--- src/rtl/stream_demux_if.sv ---
// stream_demux_if: one input stream routed to four output channels
interface stream_demux_if #(parameter int WIDTH = 8);
    logic               in_valid;
    logic               in_ready;
    logic [WIDTH-1:0]   in_data;
    logic [1:0]         in_sel;
    logic [3:0]         out_valid;
    logic [3:0]         out_ready;
    logic [4*WIDTH-1:0] out_data;
    modport master (
        output in_valid, in_data, in_sel, out_ready,
        input  in_ready, out_valid, out_data
    );
    modport slave (
        input  in_valid, in_data, in_sel, out_ready,
        output in_ready, out_valid, out_data
    );
endinterface

--- src/rtl/stream_demux.sv ---
// stream_demux: routes each accepted word into a one-entry holding register per channel
module stream_demux #(
    parameter int WIDTH = 8
) (
    input  logic                clk,
    input  logic                rst,
    stream_demux_if.slave       s,
    output logic                busy,
    output logic [7:0]          drained_cnt
);
    logic [3:0]       full_q, full_d, drain, load;
    logic [WIDTH-1:0] data_q [4];
    logic [7:0]       cnt_q, cnt_d;
    always_comb begin
        drain      = full_q & s.out_ready;
        s.in_ready = !rst && (!full_q[s.in_sel] || s.out_ready[s.in_sel]);
        load       = (s.in_valid && s.in_ready) ? (4'b0001 << s.in_sel) : 4'b0000;
        full_d     = (full_q & ~drain) | load;
        cnt_d      = cnt_q + 8'($countones(drain));
    end
    always_ff @(posedge clk) begin
        if (rst) begin
            full_q <= 4'b0000;
            cnt_q  <= 8'd0;
        end else begin
            full_q <= full_d;
            cnt_q  <= cnt_d;
        end
    end
    // data registers need no reset: they are only observed while full
    always_ff @(posedge clk) begin
        for (int k = 0; k < 4; k++)
            if (load[k]) data_q[k] <= s.in_data;
    end
    for (genvar k = 0; k < 4; k++) begin : g_out
        assign s.out_data[k*WIDTH +: WIDTH] = data_q[k];
    end
    assign s.out_valid  = full_q;
    assign busy         = |full_q;
    assign drained_cnt  = cnt_q;
endmodule
--- src/flat_wrapper.sv ---
// flat-port wrapper written by rule: the top's interface ports become plain ports
module stream_demux_flat 
#(
    parameter int WIDTH = 8
)
  (clk, rst, busy, drained_cnt, s_in_valid, s_in_data, s_in_sel, s_out_ready, s_in_ready, s_out_valid, s_out_data);
  stream_demux_if #(.WIDTH(WIDTH)) s_i ();
  input  logic clk;
  input  logic rst;
  output logic busy;
  output logic [7:0] drained_cnt;
  input wire logic [$bits(s_i.in_valid)-1:0] s_in_valid;
  input wire logic [$bits(s_i.in_data)-1:0] s_in_data;
  input wire logic [$bits(s_i.in_sel)-1:0] s_in_sel;
  input wire logic [$bits(s_i.out_ready)-1:0] s_out_ready;
  output wire logic [$bits(s_i.in_ready)-1:0] s_in_ready;
  output wire logic [$bits(s_i.out_valid)-1:0] s_out_valid;
  output wire logic [$bits(s_i.out_data)-1:0] s_out_data;
  assign s_i.in_valid = s_in_valid;
  assign s_i.in_data = s_in_data;
  assign s_i.in_sel = s_in_sel;
  assign s_i.out_ready = s_out_ready;
  assign s_in_ready = s_i.in_ready;
  assign s_out_valid = s_i.out_valid;
  assign s_out_data = s_i.out_data;
  stream_demux #(.WIDTH(WIDTH)) u_core (.clk(clk), .rst(rst), .s(s_i), .busy(busy), .drained_cnt(drained_cnt));
endmodule
--- config.mk ---
export PLATFORM = sky130hd
export DESIGN_NAME = stream_demux_flat
export DESIGN_NICKNAME = d
export VERILOG_FILES = /design/src/rtl/stream_demux_if.sv /design/src/rtl/stream_demux.sv /design/src/flat_wrapper.sv
export SDC_FILE = /design/constraint.sdc
export NUM_CORES = 1
export LEC_CHECK = 0
export BUFFER_PORTS_ARGS = -buffer_cell sky130_fd_sc_hd__buf_4
export CAP_MARGIN = 5
export CORE_MARGIN = 8
export CORE_UTILIZATION = 45
export CTS_CLUSTER_SIZE = 16
export DETAILED_ROUTE_END_ITERATION = 10
export HOLD_SLACK_MARGIN = 0.08
export PLACE_DENSITY = 0.74
export RECOVER_POWER = 50
export SLEW_MARGIN = 20
export SYNTH_ARGS = -nofsm -noshare
export SYNTH_HDL_FRONTEND = slang
export SYNTH_SLANG_ARGS = --single-unit
export TNS_END_PERCENT = 30
--- constraint.sdc ---
create_clock -name clk -period 2.62 [get_ports clk]
set_input_delay 0.262 -clock clk [delete_from_list [all_inputs] [get_ports clk]]
set_output_delay 0.262 -clock clk [all_outputs]
set_load 0.05 [all_outputs]
==> impl_metrics.ini, run 1 <==
[pwr]
net-switching-power_mw = 0.3121
power.share.clock = 0.357
ir_drop_mv = 0.2256
power.density_nw_per_um2 = 642.9
pwr-share-comb = 0.091
seq_power_share = 0.552
p_leak_nw = 0.8230
power_switching_share = 0.2245
intPower_mw = 1.078

[route]
vias = 1056
vias_per_cell = 4.673
wl_per_cell_microns = 15.32
drt_iter0_markers = 30
dr.pass1.iters = 4
wl_microns = 3463
ant_nets = 0
drc = 0

[layout]
fill_cells = 322
synthToLayoutAreaGrowth_pct = 30.61
seq_area_sq_um = 1201
antenna-diode-count = 0
instances_no_fill = 226
multiInputGateArea_sq_um = 417.9
drive_gt1_frac = 0.2191
nNetsFinal = 201

[sta]
fin_crit_ps = 2420
finalSetupViolCount = 0
fin_skew_ps = 2.556
setup_tns_ps = 0
rsz0062_at_grt = false
maxSlewViolCount = 0
setup_ws_ps = 200.4
finalHoldViolCount = 0
max_freq_mhz = 413.3
finalCritPeriodShare = 0.9235
tightestPinTransition_ps = 772.2
hold_ws_ps = 217.3
slew_headroom = 0.4833

[global_route]
grt_pass1_wl_microns = 5464
grt_pass1_vias = 1100
grt_max_degree = 16
use_met1 = 0.1395
use_met3 = 0.05711
overflow = 0
grtUsageMet2 = 0.1757
antenna_found_initial = 0
track_usage = 0.1166
busiest_layer = met2

[synthesis]
syn_inst = 110
ys_types = 29
async_flop_share = 0
synth.top_cell.area_share = 0.5805
synth_edf_count = 32
yosys-top-cells-count = edfxtp_1, dfxtp_1, a21oi_1
synthesis.area_sq_um = 1655
yosysSeqAreaShare = 0.7256
synth_warnings = 0
synth_ff_type = edfxtp_1
postSynthAreaPerCell_sq_um = 15.05
yosysTopAreaCell = edfxtp_1
syn_nets = 134
synth.ff_latch_count = 44
yosys-top-cells-area = edfxtp_1, dfxtp_1, fa_1
synth.most_common_cell = edfxtp_1

[worst_setup_path]
rr_startpoint = u_core.s.out_valid[1]
startpoint = u_core.s.out_valid[1]
cp_data_required_time_ps = 2800
critPathKind = reg2reg
endpoint_kind = flip-flop
crit_path_start_kind = flip-flop
cp_max_fo = 5
arrival_ps = 2600
r2r_slack_ps = 200

[floorplan]
die_w_microns = 76.65
io_pins = 63
die_area_sq_um = 5875
fp.coreArea_sq_um = 3606
fp.dieH_microns = 76.65
start_util = 0.4591
rows = 22

[placed_design]
hpwl_microns = 2555
gp_congestion = 0.7335
portBuffers = 62
dp_slack_ps = 231.8
place_inst = 218

[job]
maxCapViolCount = 0

[clocking]
post_cts_buffers = 0
htreeDepth = 2
cts_resized = 0
clockBufferDepth = 2
cts_tree = yes
cts_buffers = 5
clock-root-buffer = clkbuf_8
cts.sinks = 44
clkTransAtPathRegs_ps = 80
postCtsHoldBufs = 0
clk-insertion-delay-late_ps = 290

[worst_hold_path]
hold_class = in2reg
worst_hold_startpoint = s_in_data[6]

[outcome]
status = complete, no violations
## power by group through the flow
stage	combinational, mW	clock, mW	sequential (mW)
2_1_floorplan	0.0362	0	0.829
3_3_place_gp	0.136	0	0.783
3_5_place_dp	0.138	0	0.784
4_1_cts	0.139	0.508	0.768
5_1_grt	0.135	0.529	0.769
6_report	0.126	0.496	0.767
## cell usage in the layout, fill, tap and decap left out
cell type,n
clkinv_4,1
nand3_2,1
nor2b_1,5
nand2_1,4
clkinv_1,1
nand3_1,2
clkbuf_8,5
and4b_1,1
a211oi_1,1
nand3b_1,2
ha_1,4
bufinv_16,1
and3_1,1
xor2_1,1
fa_1,3
o31ai_1,1
nand2b_1,4
nor3b_1,1
mux2_2,1
nand4bb_1,1
nor2_1,6
a21oi_1,7
inv_1,6
and2_1,4
dfxtp_1,12
xnor2_1,1
buf_4,30
o21ai_0,2
clkbuf_1,33
edfxtp_1,32
mux2i_1,1
or4_1,1
or3_1,2
## worst paths after layout
| kind | end | cells past startpoint |
|---|---|---|
| worst max-delay path | u_core.drained_cnt[7] | 10 |
| worst min-delay path | u_core.data_q[0][6] | 1 |
| worst max register to register | u_core.drained_cnt[7] | 10 |
| worst min register to register | u_core.drained_cnt[6] | 2 |
## area by class of cell
type                    count  share of cell area
inverters                   6             0.01042
clock inverters             3             0.01968
well taps                  48             0.02778
repair buffers             63              0.1615
multi-input cells          57              0.1933
flip-flops and latches     44              0.5556
clock buffers               5             0.03183
## critical path: stages (launching register included)
cell and delay [ps]:
dfxtp_1 410, and2_1 160, ha_1 130, inv_1 50, fa_1 480, inv_1 50
ha_1 220, fa_1 420, nand2_1 80, nor2_1 50, mux2_2 260
## stage by stage
| step | cell area [sq um] | util | total power [mW] |
|---|---|---|---|
| after floorplan | 1658 | - | 0.8651 |
| after detailed placement | 2177 | 0.6037 | 0.9221 |
| after CTS | 2288 | 0.6346 | 1.414 |
| after global placement | 2177 | 0.6037 | 0.9193 |
| final | 2162 | 0.5996 | 1.390 |
| after global routing | 2162 | 0.5996 | 1.433 |
## sequential cells by signal, indices dropped and copies added, names as in the netlist
| register | count |
|---|---|
| u_core.data_q | 32 |
| u_core.drained_cnt | 8 |
| u_core.s.out_valid | 4 |
## cells by family after synthesis
| logic type | share of synthesized area |
|---|---|
| AO/OA/AOI/OAI | 0.03628 |
| XOR/XNOR | 0.01058 |
| flip-flops | 0.7256 |
| buffers and inverters | 0.02192 |
| AND/OR/NAND/NOR | 0.1262 |
| multiplexers | 0.01285 |
| adder cells (fa/ha/maj) | 0.06652 |
## layer usage
layer,share of wire,vias up
li1,-,521
met1,0.45,476
met2,0.45,52
met3,0.086,7
met4,0.0098,0
met5,0,-
Note: power is estimated with default switching activity, not from simulation.
==> run 2: changes to the inputs <==
SETUP_SLACK_MARGIN = 0.5   (was not set)
SKIP_LAST_GASP = 1   (was not set)
==> impl_metrics.ini, run 2 (same netlist as run 1, synthesis figures left out) <==
[global_route]
track_usage = 0.1213
antenna_found_initial = 0
grt_pass1_vias = 1128
overflow = 0
grt_pass1_wl_microns = 5575
grt_max_degree = 16

[layout]
antenna-diode-count = 0
top_register = u_core.data_q
final_common_cell = clkbuf_1
most-common-layout-cells = clkbuf_1, buf_4, edfxtp_1, dfxtp_1, a21oi_1
largest_register_ffs = 32
final_area_sq_um = 2243
drive_gt1_frac = 0.2896
synthToLayoutAreaGrowth_pct = 35.53
nNetsFinal = 206

[route]
wl_microns = 3618
vias_per_cell = 4.792
drc = 0
wl_per_cell_microns = 15.66
ant_nets = 0
vias = 1107
dr.pass1.iters = 4
drt_iter0_markers = 20

[sta]
hold_ws_ps = 214.6
max_freq_mhz = 443.9
fin_skew_ps = 5.286
finalSetupViolCount = 0
rsz0062_at_grt = true
finalCritPeriodShare = 0.8599
slew_headroom = 0.4988
maxSlewViolCount = 0
tightestPinTransition_ps = 749.0
finalHoldViolCount = 0
setup_tns_ps = 0
fin_crit_ps = 2253

[floorplan]
die_w_microns = 76.65
start_util = 0.4591
rows = 22
die_area_sq_um = 5875
io_pins = 63
fp.coreArea_sq_um = 3606
fp.dieH_microns = 76.65

[worst_setup_path]
cp_max_fo = 3
endpoint_kind = flip-flop
crit_path_start_kind = flip-flop
r2r_slack_ps = 370
startpoint = u_core.s.out_valid[1]
path_common_cell = inv_1
cp_data_required_time_ps = 2810
critPathKind = reg2reg
worstPathCellList = and2_1 > ha_1 > inv_1 > fa_1 > inv_1 > ha_4 > fa_2 > nand2_1 > nor2_1 > mux2_4
r2r_end = u_core.drained_cnt[7]
rr_startpoint = u_core.s.out_valid[1]
slowest_delay_ps = 470
endpoint = u_core.drained_cnt[7]
cpMaxStageDelayCell = fa_1
r2r_cells = 10
arrival_ps = 2440

[job]
maxCapViolCount = 0

[outcome]
status = complete, no violations

[placed_design]
gp_congestion = 0.8111
postPlaceCellArea_sq_um = 2221
hpwl_microns = 2787
portBuffers = 62

[clocking]
cts_tree = yes
cts.sinks = 44
htreeDepth = 2
clock-root-buffer = clkbuf_8
clkTransAtPathRegs_ps = 80
clk-insertion-delay-late_ps = 290
postCtsHoldBufs = 0
cts_buffers = 5
clockBufferDepth = 2

[pwr]
ir_drop_mv = 0.4655
p_leak_nw = 0.8374
power.density_nw_per_um2 = 628.2

[worst_hold_path]
hold_class = in2reg
[run 2: where the power goes]
group | internal [mW] | switching (mW)
combinational | 0.0402 | 0.0945
clock | 0.287 | 0.223
sequential | 0.759 | 0.00562
[run 2: final cells by class]
type / instances / area (sq um)
Clock buffer: 5 / 68.82
Clock inverter: 3 / 46.29
Fill cell: 302 / 1363
Inverter: 6 / 22.52
Multi-Input combinational cell: 57 / 456.7
Sequential cell: 44 / 1210
Tap cell: 48 / 60.06
Timing Repair Buffer: 68 / 379.1
[run 2: metal layers]
layer / up-vias / part of all wire / wire length [microns] / GRT usage
met1: 528 / 0.39 / 1420 / 0.1127
met3: 6 / 0.067 / 242 / 0.05711
met5: - / 0 / 0 / 0
met4: 0 / 0.015 / 56 / 0.05385
met2: 38 / 0.52 / 1899 / 0.2202
li1: 535 / - / - / -
[run 2: critical path: cells and delay by family (launching register included)]
kind	cells	cell delay (ps)
muxes	1	290
DFF	1	350
and+or+nand+nor	3	270
buffers and inverters	2	110
adders and majority gates	4	1130
[run 2: what timing repair did]
| item | in CTS | in global routing |
|---|---|---|
| setup endpoints to repair | 3 | 3 |
| gates resized for setup | 3 | 0 |
| pin swaps | 3 | 0 |
| buffers inserted | 4 | 0 |
[run 2: metrics by stage]
stage	utilization	cells	total power, mW	setup slack [ps]
floorplan	-	110	0.8643	305.1
global placement	0.6159	219	0.9198	376.9
detailed placement	0.6159	219	0.9227	320.6
CTS	0.6607	231	1.434	372.1
global route	0.6221	231	1.455	289.4
finish	0.6221	231	1.409	367.1
[run 2: worst min path at each step]
stage	startpoint	endpoint	slack, ps	cells past startpoint
floorplan	rst	u_core.drained_cnt[1]	330	1
finish	s_in_data[7]	u_core.data_q[1][7]	210	1
detailed placement	s_in_data[3]	u_core.data_q[0][3]	460	1
CTS	s_in_data[3]	u_core.data_q[2][3]	150	1
global route	s_in_data[7]	u_core.data_q[1][7]	210	1
global placement	s_in_data[7]	u_core.data_q[2][7]	460	1
==> run 3: changes to the inputs <==
clock period = 2.8 ns   (was 2.62 ns; I/O delays follow)
==> impl_metrics.ini, run 3 (same netlist as run 1, synthesis figures left out) <==
[outcome]
status = complete, no violations

[floorplan]
die_w_microns = 76.65
fp.coreArea_sq_um = 3606
fp.dieH_microns = 76.65
start_util = 0.4591
io_pins = 63
die_area_sq_um = 5875
rows = 22

[global_route]
grt_pass1_vias = 1093
antenna_found_initial = 0
overflow = 0
grt_max_degree = 16
track_usage = 0.1210
grt_pass1_wl_microns = 5513

[sta]
tightestPinTransition_ps = 742.1
slew_headroom = 0.5034
maxSlewViolCount = 0
finalHoldViolCount = 0
fin_crit_ps = 2297
finalSetupViolCount = 0
max_freq_mhz = 435.3
fin_skew_ps = 3.498
rsz0062_at_grt = true
finalCritPeriodShare = 0.8205
setup_tns_ps = 0

[route]
dr.pass1.iters = 4
vias_per_cell = 4.821
drt_iter0_markers = 59
ant_nets = 0
wl_per_cell_microns = 15.44
vias = 1104
drc = 0
wl_microns = 3535

[worst_setup_path]
worstPathCellList = and2_4 > ha_4 > inv_2 > fa_1 > inv_1 > ha_2 > fa_2 > nand2_1 > nor2_1 > mux2_2
r2r_end = u_core.drained_cnt[7]
arrival_ps = 2480
cp_max_fo = 4
r2r_slack_ps = 500
r2r_cells = 10
rr_startpoint = u_core.s.out_valid[3]
critPathKind = reg2reg
endpoint_kind = flip-flop
cp_data_required_time_ps = 2990
slowest_delay_ps = 490
crit_path_start_kind = flip-flop
cpMaxStageDelayCell = fa_1

[clocking]
cts.sinks = 44
cts_resized = 0
postCtsHoldBufs = 0
clock-root-buffer = clkbuf_8
clk-insertion-delay-late_ps = 290
clkTransAtPathRegs_ps = 80
htreeDepth = 2
clockBufferDepth = 2
cts_tree = yes
cts_buffers = 5

[worst_hold_path]
worst_hold_startpoint = s_in_data[3]
min_path_cells = 1
hold_path_end = u_core.data_q[1][3]
hold_class = in2reg

[layout]
antenna-diode-count = 0
drive_gt1_frac = 0.2762
largest_register_ffs = 32
nNetsFinal = 204
synthToLayoutAreaGrowth_pct = 33.64
instances_no_fill = 229
most-common-layout-cells = buf_4, clkbuf_1, edfxtp_1, dfxtp_1, a21oi_1
top_register = u_core.data_q

[pwr]
p_leak_nw = 0.8330
power.density_nw_per_um2 = 594.4
ir_drop_mv = 0.3789

[placed_design]
portBuffers = 62
place_inst = 219
gp_congestion = 0.8148
hpwl_microns = 2777

[job]
maxCapViolCount = 0
## run 3: area by class of cell
| type | count | area [sq um] |
|---|---|---|
| clock buffer | 5 | 68.82 |
| multi-input combinational | 57 | 440.4 |
| timing repair buffer | 66 | 371.6 |
| inverter | 6 | 22.52 |
| clock inverter | 3 | 46.29 |
| sequential | 44 | 1202 |
| tap | 48 | 60.06 |
| fill | 326 | 1394 |
## run 3: report_power, final
group	internal, mW	total [mW]	switching (mW)
Sequential	0.712	0.718	0.00590
Combinational	0.0353	0.121	0.0861
Clock	0.268	0.476	0.208
Total	1.02	1.31	0.300
## run 3: worst max-delay path by stage
stage                          startpoint                     to  slack [ps]  cells past startpoint
floorplan           u_core.s.out_valid[3]  u_core.drained_cnt[7]         490                     10
global placement           s_out_ready[0]  u_core.drained_cnt[7]         540                     11
detailed placement         s_out_ready[0]  u_core.drained_cnt[7]         460                     11
CTS                 u_core.s.out_valid[0]  u_core.drained_cnt[7]         520                     10
global route        u_core.s.out_valid[3]  u_core.drained_cnt[7]         410                     10
finish              u_core.s.out_valid[3]  u_core.drained_cnt[7]         500                     10
## run 3: repair_timing
action | CTS | global route
pin swaps | 1 | 2
setup endpoints to repair | 1 | 1
cloned | 0 | 0
buffers inserted | 1 | 1
## run 3: metrics by stage
stage                     hold slack (ps)  instance area [sq um]  worst slack (ps)  power, mW    util
after floorplan                     344.2                   1694             485.1     0.8087       -
after global placement              477.9                   2221             536.4     0.8607  0.6159
after detailed placement            483.5                   2221             464.3     0.8638  0.6159
after CTS                           175.4                   2344             517.7      1.336  0.6499
after global routing                231.0                   2212             413.6      1.356  0.6135
final                               233.0                   2212             502.7      1.315  0.6135
## run 3: critical path, delay by kind of cell, from the launching register on
kind	cells	cell delay [ps]
fa+ha+maj	4	1190
buf+inv	2	90
flops	1	380
mux	1	260
simple gates	3	280
## run 3: routing by layer
metal,GRT usage,up-vias,share of wire
met5,0,-,0
met4,0.05192,0,0.011
met3,0.05594,4,0.066
met2,0.2177,42,0.54
met1,0.1153,528,0.39
li1,-,530,-
